===== src/rtl/ps2_frame_rx.sv =====
//==============================================================================
// Module      : ps2_frame_rx
// Description : PS/2 device-to-host receiver; syncs and de-glitches ps2c/ps2d,
//               deserialises 11-bit frames and strobes good bytes or errors.
// Revision    : 1.0 - initial release
//==============================================================================
`timescale 1ns/1ps
`default_nettype none

module ps2_frame_rx #(
  parameter int FILTER_LEN  = 8,
  parameter int TIMEOUT_CYC = 10000
) (
  input  logic       clk_i,
  input  logic       rst_i,
  input  logic       ps2c,
  input  logic       ps2d,
  input  logic       rx_en_i,
  output logic [7:0] rx_data_o,
  output logic       rx_done_o,
  output logic       parity_err_o,
  output logic       frame_err_o,
  output logic       busy_o
);

  localparam int                c_TO_W   = $clog2(TIMEOUT_CYC);
  localparam logic [c_TO_W-1:0] c_TO_MAX = c_TO_W'(TIMEOUT_CYC - 1);
  localparam logic [c_TO_W-1:0] c_TO_ONE = c_TO_W'(1);
  localparam logic [3:0]        c_LAST_BIT = 4'd9;

  typedef enum logic [0:0] {
    ST_IDLE  = 1'b0,
    ST_SHIFT = 1'b1
  } state_t;

  // Input synchronisers and clock de-glitch filter
  logic                  r_c_meta;
  logic                  r_c_sync;
  logic                  r_d_meta;
  logic                  r_d_sync;
  logic [FILTER_LEN-1:0] r_filt_sr;
  logic                  r_fclk;
  logic                  r_fclk_d;
  logic                  w_fall_tick;

  always_ff @(posedge clk_i or negedge rst_i) begin
    if (!rst_i) begin
      r_c_meta  <= 1'b1;
      r_c_sync  <= 1'b1;
      r_d_meta  <= 1'b1;
      r_d_sync  <= 1'b1;
      r_filt_sr <= '1;
      r_fclk    <= 1'b1;
      r_fclk_d  <= 1'b1;
    end else begin
      r_c_meta  <= ps2c;
      r_c_sync  <= r_c_meta;
      r_d_meta  <= ps2d;
      r_d_sync  <= r_d_meta;
      r_filt_sr <= {r_filt_sr[FILTER_LEN-2:0], r_c_sync};
      if (&r_filt_sr) begin
        r_fclk <= 1'b1;
      end else if (~|r_filt_sr) begin
        r_fclk <= 1'b0;
      end
      r_fclk_d  <= r_fclk;
    end
  end

  assign w_fall_tick = r_fclk_d & ~r_fclk;

  // Receive state machine
  state_t              r_state;
  state_t              w_state_nxt;
  logic [3:0]          r_bit_cnt;
  logic [3:0]          w_bit_cnt_nxt;
  logic [c_TO_W-1:0]   r_to_cnt;
  logic [c_TO_W-1:0]   w_to_cnt_nxt;
  logic [8:0]          r_shift;
  logic [8:0]          w_shift_nxt;
  logic [7:0]          r_data;
  logic [7:0]          w_data_nxt;
  logic                r_done;
  logic                w_done_nxt;
  logic                r_perr;
  logic                w_perr_nxt;
  logic                r_ferr;
  logic                w_ferr_nxt;
  logic                r_busy;
  logic                w_busy_nxt;
  logic [9:0]          w_frame;

  // The stop bit is taken straight from the pin, so only 9 bits are stored.
  assign w_frame = {r_d_sync, r_shift};

  always_ff @(posedge clk_i or negedge rst_i) begin
    if (!rst_i) begin
      r_state   <= ST_IDLE;
      r_bit_cnt <= 4'd0;
      r_to_cnt  <= '0;
      r_shift   <= 9'd0;
      r_data    <= 8'h00;
      r_done    <= 1'b0;
      r_perr    <= 1'b0;
      r_ferr    <= 1'b0;
      r_busy    <= 1'b0;
    end else begin
      r_state   <= w_state_nxt;
      r_bit_cnt <= w_bit_cnt_nxt;
      r_to_cnt  <= w_to_cnt_nxt;
      r_shift   <= w_shift_nxt;
      r_data    <= w_data_nxt;
      r_done    <= w_done_nxt;
      r_perr    <= w_perr_nxt;
      r_ferr    <= w_ferr_nxt;
      r_busy    <= w_busy_nxt;
    end
  end

  always_comb begin
    w_state_nxt   = r_state;
    w_bit_cnt_nxt = r_bit_cnt;
    w_to_cnt_nxt  = r_to_cnt;
    w_shift_nxt   = r_shift;
    w_data_nxt    = r_data;
    w_done_nxt    = 1'b0;
    w_perr_nxt    = 1'b0;
    w_ferr_nxt    = 1'b0;

    case (r_state)
      ST_IDLE: begin
        if (w_fall_tick && rx_en_i && !r_d_sync) begin
          w_state_nxt   = ST_SHIFT;
          w_bit_cnt_nxt = 4'd0;
          w_to_cnt_nxt  = '0;
        end
      end
      ST_SHIFT: begin
        if (w_fall_tick) begin
          // An edge coinciding with the terminal count still wins.
          w_shift_nxt   = w_frame[9:1];
          w_bit_cnt_nxt = r_bit_cnt + 4'd1;
          w_to_cnt_nxt  = '0;
          if (r_bit_cnt == c_LAST_BIT) begin
            w_state_nxt = ST_IDLE;
            if (!w_frame[9]) begin
              w_ferr_nxt = 1'b1;
            end else if (^w_frame[8:0]) begin
              w_done_nxt = 1'b1;
              w_data_nxt = w_frame[7:0];
            end else begin
              w_perr_nxt = 1'b1;
            end
          end
        end else if (r_to_cnt == c_TO_MAX) begin
          w_state_nxt = ST_IDLE;
          w_ferr_nxt  = 1'b1;
        end else begin
          w_to_cnt_nxt = r_to_cnt + c_TO_ONE;
        end
      end
      default: begin
        w_state_nxt = ST_IDLE;
      end
    endcase

    w_busy_nxt = (w_state_nxt == ST_SHIFT);
  end

  assign rx_data_o    = r_data;
  assign rx_done_o    = r_done;
  assign parity_err_o = r_perr;
  assign frame_err_o  = r_ferr;
  assign busy_o       = r_busy;

endmodule

`default_nettype wire

===== config.mk =====
export PLATFORM = sky130hd
export DESIGN_NAME = ps2_frame_rx
export DESIGN_NICKNAME = d
export VERILOG_FILES = /design/src/rtl/ps2_frame_rx.sv
export SDC_FILE = /design/constraint.sdc
export NUM_CORES = 1
export LEC_CHECK = 0
export ABC_AREA = 1
export BUFFER_PORTS_ARGS = -buffer_cell sky130_fd_sc_hd__clkbuf_2
export CORE_MARGIN = 10
export CORE_UTILIZATION = 35
export CTS_BUF_LIST = sky130_fd_sc_hd__clkbuf_8
export DETAILED_ROUTE_END_ITERATION = 10
export HOLD_SLACK_MARGIN = 0.03
export PLACE_DENSITY_LB_ADDON = 0.3
export SLEW_MARGIN = 20
export SYNTH_ARGS = -nofsm -noshare
export SYNTH_HDL_FRONTEND = slang
export SYNTH_SLANG_ARGS = --single-unit

===== constraint.sdc =====
create_clock -name clk_i -period 2 [get_ports clk_i]
set_input_delay 0.1 -clock clk_i [delete_from_list [all_inputs] [get_ports clk_i]]
set_output_delay 0.1 -clock clk_i [all_outputs]
set_load 0.02 [all_outputs]

# Word level (Yosys, flattened, before mapping)

Cells that the tools add are included.

Register bits after elaboration: 53
Bits of input ports: 5
Output and inout bits: 12
Word-level logic and storage cells: 65

$add $sub $neg: 2
Equality and inequality tests: 6
Mux-type cells: 29
Bitwise gates (word level): 3
Reductions and logical operators: 10

Operator list:

| operator              | number |
|---|---|
| $mux 14               | 3 |
| $pmux 14 s2           | 1 |
| $mux 1                | 21 |
| $add 14x1->14 const B | 1 |
| $eq 14x14->1 const B  | 1 |
| $reduce_xor 9->1      | 1 |
| $mux 4                | 2 |
| $pmux 4 s2            | 1 |
| $reduce_and 8->1      | 1 |
| $reduce_or 8->1       | 1 |
| $ne 2x2->1 const B    | 3 |
| $reduce_and 2->1      | 3 |
| $reduce_and 5->1      | 1 |
| $add 4x1->4 const B   | 1 |
| $eq 4x4->1 const B    | 1 |
| $ne 3x3->1 const B    | 1 |
| $logic_and 1x1->1     | 2 |
| $not 1->1             | 2 |
| $pmux 1 s2            | 1 |
| $and 1x1->1           | 1 |
| $logic_not 1->1       | 1 |

# Longest topological paths before layout

Gate-level depths: netlist of run 1.

Depth after elaboration: 6
Depth in mapped cells: 11
Gate-level depth less buffers: 10

# Least setup slack after synthesis of run 1

OpenSTA, ideal clock, no wires.

Kind: reg2reg
Start point: register r_to_cnt[0]
End point: register r_to_cnt[10]
Setup time: 0.115 ns
Data arrival time: 1.409 ns
Data required time: 1.885 ns
Slack: 0.476 ns
Cell stages (with the launch flop): 12
Buffers on the path: 1
Period minus slack after synthesis: 1.524 ns
Cell sequence: dfrtp_1 -> ha_1 -> nand3_2 -> inv_2 -> nand2_2 -> nor2_2 -> nand2_2 -> nand2_4 -> inv_4 -> buf_6 -> nand3_2 -> nand2_2

Word-level cells in the longest chain between the ends: 4
Elaborated cells on any way between the ends: 7
Those cells by class: 1 x add/sub; 2 x eq/ne; 3 x mux; 1 x reduce/logical

Ends and longest elaborated chain:

| item                   | RTL line | source |
|---|---|---|
| start, declared        | 77       | `logic [c_TO_W-1:0] r_to_cnt;` |
| start signal, assigned | 110      | `r_to_cnt <= w_to_cnt_nxt;` |
| $add 14x1->14          | 159      | `w_to_cnt_nxt = r_to_cnt + c_TO_ONE;` |
| $mux 14                | 155      | `end else if (r_to_cnt == c_TO_MAX) begin` |
| $mux 14                | 139      | `if (w_fall_tick) begin` |
| $pmux 14 s2            | 130      | `case (r_state)` |

Several ways; a longest one is shown, not always the timed one. The select of a mux whose other input is x is not followed.
A chain may end at the register's enable or synchronous reset.

# Worst setup path after layout of run 1

Start point: register r_to_cnt[0]
End point: register r_to_cnt[3]

Same word-level chain as after synthesis.

==> out/summary.txt, run 1 <==
DR vias - 1996
Die span in x - 106 µm
Total global-route track usage - 9.87%
Setup TNS - 0 ns
Lkg Pwr - 0.00136 µW
Post-DR vias/cell - 4.79
Starting DRT DRC Count - 119
Rel. slew slack - 61.3%
Slowest stage delay, CP - 0.44 ns
Core area - 0.00718 mm²
Largest net degree at the start of global routing - 23
I/O Buffers - 16
Antenna diode count - 0
Hold path startpoint - rx_en_i
CTS buffer count - 5
Worst-path cell chain - ha_1 > nand3_2 > inv_2 > nand2_2 > nor2_2 > nand2_2 > nand2_4 > inv_4 > nand2_1 > o21ai_2
Power Density - 935 mW/mm²
Fillers - 730
Worst-path clk slew - 0.09 ns
Site Rows - 31
Maximum VDD drop - 637 µV
Vias in the first global route - 1913
CTS tree - done
Gp weighted congestion - 0.862
Final setup vio count - 0
TritonCTS Sinks - 53
Footprint of the multi-input gates - 0.00105 mm²
Worst EP arrival - 1.93 ns
Kind of critical path - reg -> reg
Delay-heaviest family, CP - simple AND/OR/NAND/NOR gates
Syn Inst Count - 291
DRT Pass-1 Iters - 4
DRC Markers - 0
CP max-delay cell - dfrtp_1
Endpoints failing hold - 0
Clock skew - 0.00321 ns
ANT nets after route - 0
Clk_lat worst skew - 0.30 ns
Register area - 0.00134 mm²
Commonest non-fill, non-tap cells in the layout - nand2_1 (81), dfrtp_1 (39), inv_1 (35)
First-pass GRT wire length - 9210 µm
Post-DR wirelength/cell - 12.4 µm
CP Max Fanout - 11
Clock tree buffer depth - 2
Cell variety after synth - 36
Max Freq - 0.578 GHz
Final Cycle Share - 86.5%
Buf/Inv on CP - 2
Final WL - 5180 µm
Mapped Area - 0.00256 mm²
Die area - 0.0111 mm²
Crit Reg-Reg Startpoint - r_to_cnt[0]$_DFFE_PN0P_
Flop and latch count out of synthesis - 53
Clock root cell - clkbuf_8
Origin of the worst setup path - r_to_cnt[0]$_DFFE_PN0P_
Crit start category - register
DP HPWL - 3720 µm
CP Capture Type - register
Fin area - 0.00288 mm²
Tightest Pin Transition - 0.580 ns
Post-Place Cell Area - 0.00277 mm²
Mean post-synth cell area - 8.80 µm²
Critical Path RT - 2.20 ns
Worst min path class - in -> reg
Syn. warnings - 0
Share of post-route cells with drive strength above 1 - 21.7%
Post-synth net total - 299
RSZ-0062 raised after global routing - no
Minimum clock period - 1.73 ns
I/O pins - 17
Setup Buffers After CTS - 0
Most used cell, CP - nand2_2
Grt total ovfl - 0
Total Nets Final - 325
Initial antenna violation count - 0
Status - finished, final reports clean
Commonest non-fill, non-tap cell in the layout - nand2_1
H-tree levels - 2
Max-cap violation count - 0
Slew Limit Fails - 0
Synthesis-to-layout area growth - 12.5%
Die H - 106 µm
Sequential element share of the synthesized area - 52.5%
Initial Util - 35.7%
## final timing paths
check / to / depth (start not counted) / slack (ns)
setup / recovery: r_to_cnt[3]$_DFFE_PN0P_ / 10 / 0.27
hold / removal: busy_o$_DFF_PN0_ / 3 / 0.17
hold reg to reg: r_d_sync$_DFF_PN1_ / 0 / 0.36
setup reg to reg: r_to_cnt[3]$_DFFE_PN0P_ / 10 / 0.27
min in group asynchronous: r_to_cnt[5]$_DFFE_PN0P_ / 2 / 0.32
max in group asynchronous: r_filt_sr[2]$_DFF_PN1_ / 3 / 0.95
## cell usage after synthesis
master     n  share of area, %
clkbuf_1   1              0.15
nor3_1     3              0.59
dfrtp_1   39                38
a21oi_1    1              0.20
nor2_2     1              0.24
xnor2_1    1              0.34
nand3_1   13               2.5
nand3_4    1              0.68
o21ai_0   16               3.1
buf_6      1              0.44
xor2_1     3               1.0
inv_4      1              0.24
o31ai_1    1              0.29
a21o_1     1              0.29
nand3_2    5               2.0
o21ai_2    6               2.1
inv_2      2              0.29
buf_2      2              0.39
o22ai_1    4              0.98
nor4_1     2              0.49
nor3b_1    1              0.29
o211ai_1   1              0.29
nor2_1    20               2.9
inv_1     33               4.8
nand2_4    1              0.44
ha_1       3               1.5
a31o_2     1              0.34
nor3_2     1              0.39
nor2_8     1              0.78
nand2_1   81                12
dfstp_2   14                14
nand4_1   20               4.9
or2_2      1              0.24
nand2_2    7               1.7
nand3b_1   1              0.29
nor2_4     1              0.44
## what timing repair did
item,4_1_cts,5_1_grt
setup endpoints to repair,0,1
resized for setup,0,1
hold endpoints to repair,18,0
hold buffers,3,0
## state kept, by name, summed over array words and instances, names as in the netlist
| signal | count |
|---|---|
| rx_done_o | 1 |
| r_c_meta | 1 |
| r_filt_sr | 8 |
| r_to_cnt | 14 |
| rx_data_o | 8 |
| r_c_sync | 1 |
| r_bit_cnt | 4 |
| r_d_meta | 1 |
| r_fclk_d | 1 |
| r_fclk | 1 |
| parity_err_o | 1 |
| busy_o | 1 |
| r_d_sync | 1 |
| frame_err_o | 1 |
| r_shift | 9 |
## where the power goes
group / internal [µW] / leakage (µW) / switching [µW]
Sequential: 1230 / 0.000678 / 144
Combinational: 236 / 0.000631 / 518
Clock: 236 / 0.0000505 / 336
## through the flow
stage / hold slack (ns) / setup WS [ns] / util [%] / total power (µW) / std cells
floorplan: -0.196 / 0.476 / - / 1950 / 291
global placement: 0.110 / 0.160 / 38.6 / 2120 / 406
detailed placement: 0.120 / 0.151 / 38.6 / 2140 / 406
CTS: 0.158 / 0.123 / 40.2 / 2730 / 417
global route: 0.181 / 0.116 / 40.2 / 2900 / 417
finish: 0.174 / 0.270 / 40.2 / 2700 / 417
## logic make-up (layout without fill, tap and decap cells)
family | Yosys count | count (layout) | synth area share [%]
AO/OA/AOI/OAI | 31 | 31 | 7.57
XOR/XNOR | 4 | 4 | 1.37
adder cells (fa/ha/maj) | 3 | 3 | 1.47
buffers and inverters | 40 | 67 | 6.35
flip-flops | 53 | 53 | 52.5
AND/OR/NAND/NOR | 160 | 160 | 30.8
## worst reg2reg max path: cells and delay by family (launching register included)
| family | cells | cell delay (ns) |
|---|---|---|
| flip-flops | 1 | 0.44 |
| AND/OR/NAND/NOR | 6 | 0.61 |
| buffers and inverters | 2 | 0.24 |
| adder cells (fa/ha/maj) | 1 | 0.28 |
| AO/OA/AOI/OAI | 1 | 0.05 |
## final cells by class
type                            instances  share of cell area, %
Sequential cell                        53                   46.6
Inverter                               36                   4.78
Timing Repair Buffer                   23                   4.86
Clock inverter                          3                  0.434
Multi-Input combinational cell        198                   36.6
Clock buffer                            5                   2.39
Tap cell                               99                   4.30
## per-layer routing
metal / GRT usage (%) / share of wire [%]
met1: 13.0 / 49
met2: 15.2 / 46
met3: 2.31 / 4.4
met4: 4.06 / 1.2
met5: 0 / 0
Power figures use the tool's default switching activity.
==> run 2, diff against run 1 <==
--- a/config.mk
+++ b/config.mk
@@ -13,6 +13,7 @@
 export DETAILED_ROUTE_END_ITERATION = 10
 export HOLD_SLACK_MARGIN = 0.03
 export PLACE_DENSITY_LB_ADDON = 0.3
+export SETUP_SLACK_MARGIN = 0.3
 export SLEW_MARGIN = 20
 export SYNTH_ARGS = -nofsm -noshare
 export SYNTH_HDL_FRONTEND = slang
==> run 2 against run 1 <==
Register-to-register slack improved by 0.14 ns. Total power rose by 2.8%. Final cell count rose by 1.4%. Largest cell class unchanged. Non-clock buffer count rose by 5. Critical path depth did not move. Critical endpoint unchanged. Clock skew rose by 0.0022 ns. Sequential power barely moved.
==> out/summary.txt, run 2 (synthesis gave the netlist of run 1 again) <==
Status - finished, final reports clean
Net switching power - 1030 µW
Max reg flops - 14
Largest regs - r_to_cnt: 14 flops, r_shift: 9 flops
CTS buffer count - 5
Largest net degree at the start of global routing - 23
Clock tree buffer depth - 2
Internal power - 1740 µW
Site Rows - 31
Gp weighted congestion - 0.862
Clock skew - 0.00544 ns
Initial antenna violation count - 0
RSZ-0062 raised after global routing - yes
Starting DRT DRC Count - 110
Total Nets Final - 331
Grt total ovfl - 0
DRC Markers - 0
Clock root cell - clkbuf_8
Antenna diode count - 0
Tightest Pin Transition - 0.572 ns
Clk_lat worst skew - 0.31 ns
Synthesis-to-layout area growth - 15.1%
Clock Power Share - 21.0%
Sw frac - 37.4%
Worst min path class - in -> reg
Final WL - 5290 µm
Max Freq - 0.630 GHz
Core area - 0.00718 mm²
Maximum VDD drop - 454 µV
Critical Path RT - 2.20 ns
Fin util - 41.1%
Die span in x - 106 µm
DR vias - 2017
DRT Pass-1 Iters - 4
Die H - 106 µm
Crit start category - register
TritonCTS Sinks - 53
H-tree levels - 2
Total global-route track usage - 9.89%
Final Cycle Share - 79.4%
Power Density - 939 mW/mm²
CTS tree - done
CP Capture Type - register
I/O Buffers - 16
Rel. slew slack - 61.8%
Commonest non-fill, non-tap cells in the layout - nand2_1 (80), dfrtp_1 (37), inv_1 (35)
Max-cap violation count - 0
Share of post-route cells with drive strength above 1 - 24.4%
DP HPWL - 3720 µm
ANT nets after route - 0
Slew Limit Fails - 0
Seq pwr share - 49.9%
I/O pins - 17
Kind of critical path - reg -> reg
Minimum clock period - 1.59 ns
Initial Util - 35.7%
Biggest register - r_to_cnt
Vias in the first global route - 1913
CP Max Fanout - 11
Setup TNS - 0 ns
First-pass GRT wire length - 9220 µm
Endpoints failing hold - 0
Fillers - 725
Post-DR wirelength/cell - 12.5 µm
Worst EP arrival - 1.79 ns
Combinational fraction of design power - 29.1%
Final setup vio count - 0
Die area - 0.0111 mm²
Worst-path clk slew - 0.09 ns
Lkg Pwr - 0.00138 µW
Post-DR vias/cell - 4.77
Commonest non-fill, non-tap cell in the layout - nand2_1
run 2: through the flow:
stage	setup slack (ns)	hold WS, ns	area (µm²)	cells	power (µW)
2_1_floorplan	0.476	-0.196	2560	291	1950
3_3_place_gp	0.160	0.110	2770	406	2120
3_5_place_dp	0.151	0.120	2770	406	2140
4_1_cts	0.310	0.158	2880	417	2740
5_1_grt	0.287	0.181	2950	423	2980
6_report	0.412	0.163	2950	423	2770
run 2: routing by layer:
metal	part of all wire, %	routed length [µm]	vias up	track usage, %
met4	1.4	76	0	4.06
met3	4.5	239	6	2.31
met1	49	2600	953	13.1
met2	45	2380	38	15.2
met5	0	0	-	0
li1	-	-	1020	-
run 2: what timing repair did:
action / CTS / global route
gates resized for setup: 2 / 5
buffers inserted: 0 / 5
endpoints found under the hold margin: 18 / 0
pin swaps: 0 / 2
hold buffers: 3 / 0
setup endpoints to repair: 9 / 22
gates cloned: 0 / 1
run 2: layout make-up:
class,count,area [µm²],area share [%]
Sequential cell,53,1350,45.7
Clock inverter,3,12.5,0.424
Multi-Input combinational cell,199,1080,36.6
Tap cell,99,124,4.20
Inverter,36,140,4.75
Clock buffer,5,68.8,2.33
Timing Repair Buffer,28,178,6.02
run 2: path summary, 6_finish.rpt:
check / startpoint / end / slack, ns / cells after the start
worst max-delay path: r_to_cnt[0]$_DFFE_PN0P_ / r_to_cnt[3]$_DFFE_PN0P_ / 0.41 / 10
worst min-delay path: rx_en_i / busy_o$_DFF_PN0_ / 0.16 / 3
worst max register to register: r_to_cnt[0]$_DFFE_PN0P_ / r_to_cnt[3]$_DFFE_PN0P_ / 0.41 / 10
worst min register to register: r_d_meta$_DFF_PN1_ / r_d_sync$_DFF_PN1_ / 0.36 / 0
max in group asynchronous: rst_i / r_filt_sr[0]$_DFF_PN1_ / 0.95 / 3
min in group asynchronous: rst_i / r_to_cnt[5]$_DFFE_PN0P_ / 0.31 / 2
run 2: critical path, stage by stage, from the launching register on:
cell and delay (ns):
dfrtp_2 0.43, ha_4 0.18, nand3_2 0.12, inv_2 0.12, nand2_2 0.07, nor2_2 0.09
nand2_2 0.08, nand2_4 0.15, inv_6 0.09, nand2_1 0.08, o21ai_2 0.05
run 2: power groups by stage:
stage / registers, µW / clock network [µW] / logic (µW)
final: 1380 / 582 / 808
after global routing: 1400 / 655 / 921
after CTS: 1370 / 607 / 762
after detailed placement: 1390 / 0 / 751
after global placement: 1390 / 0 / 735
after floorplan: 1370 / 0 / 581
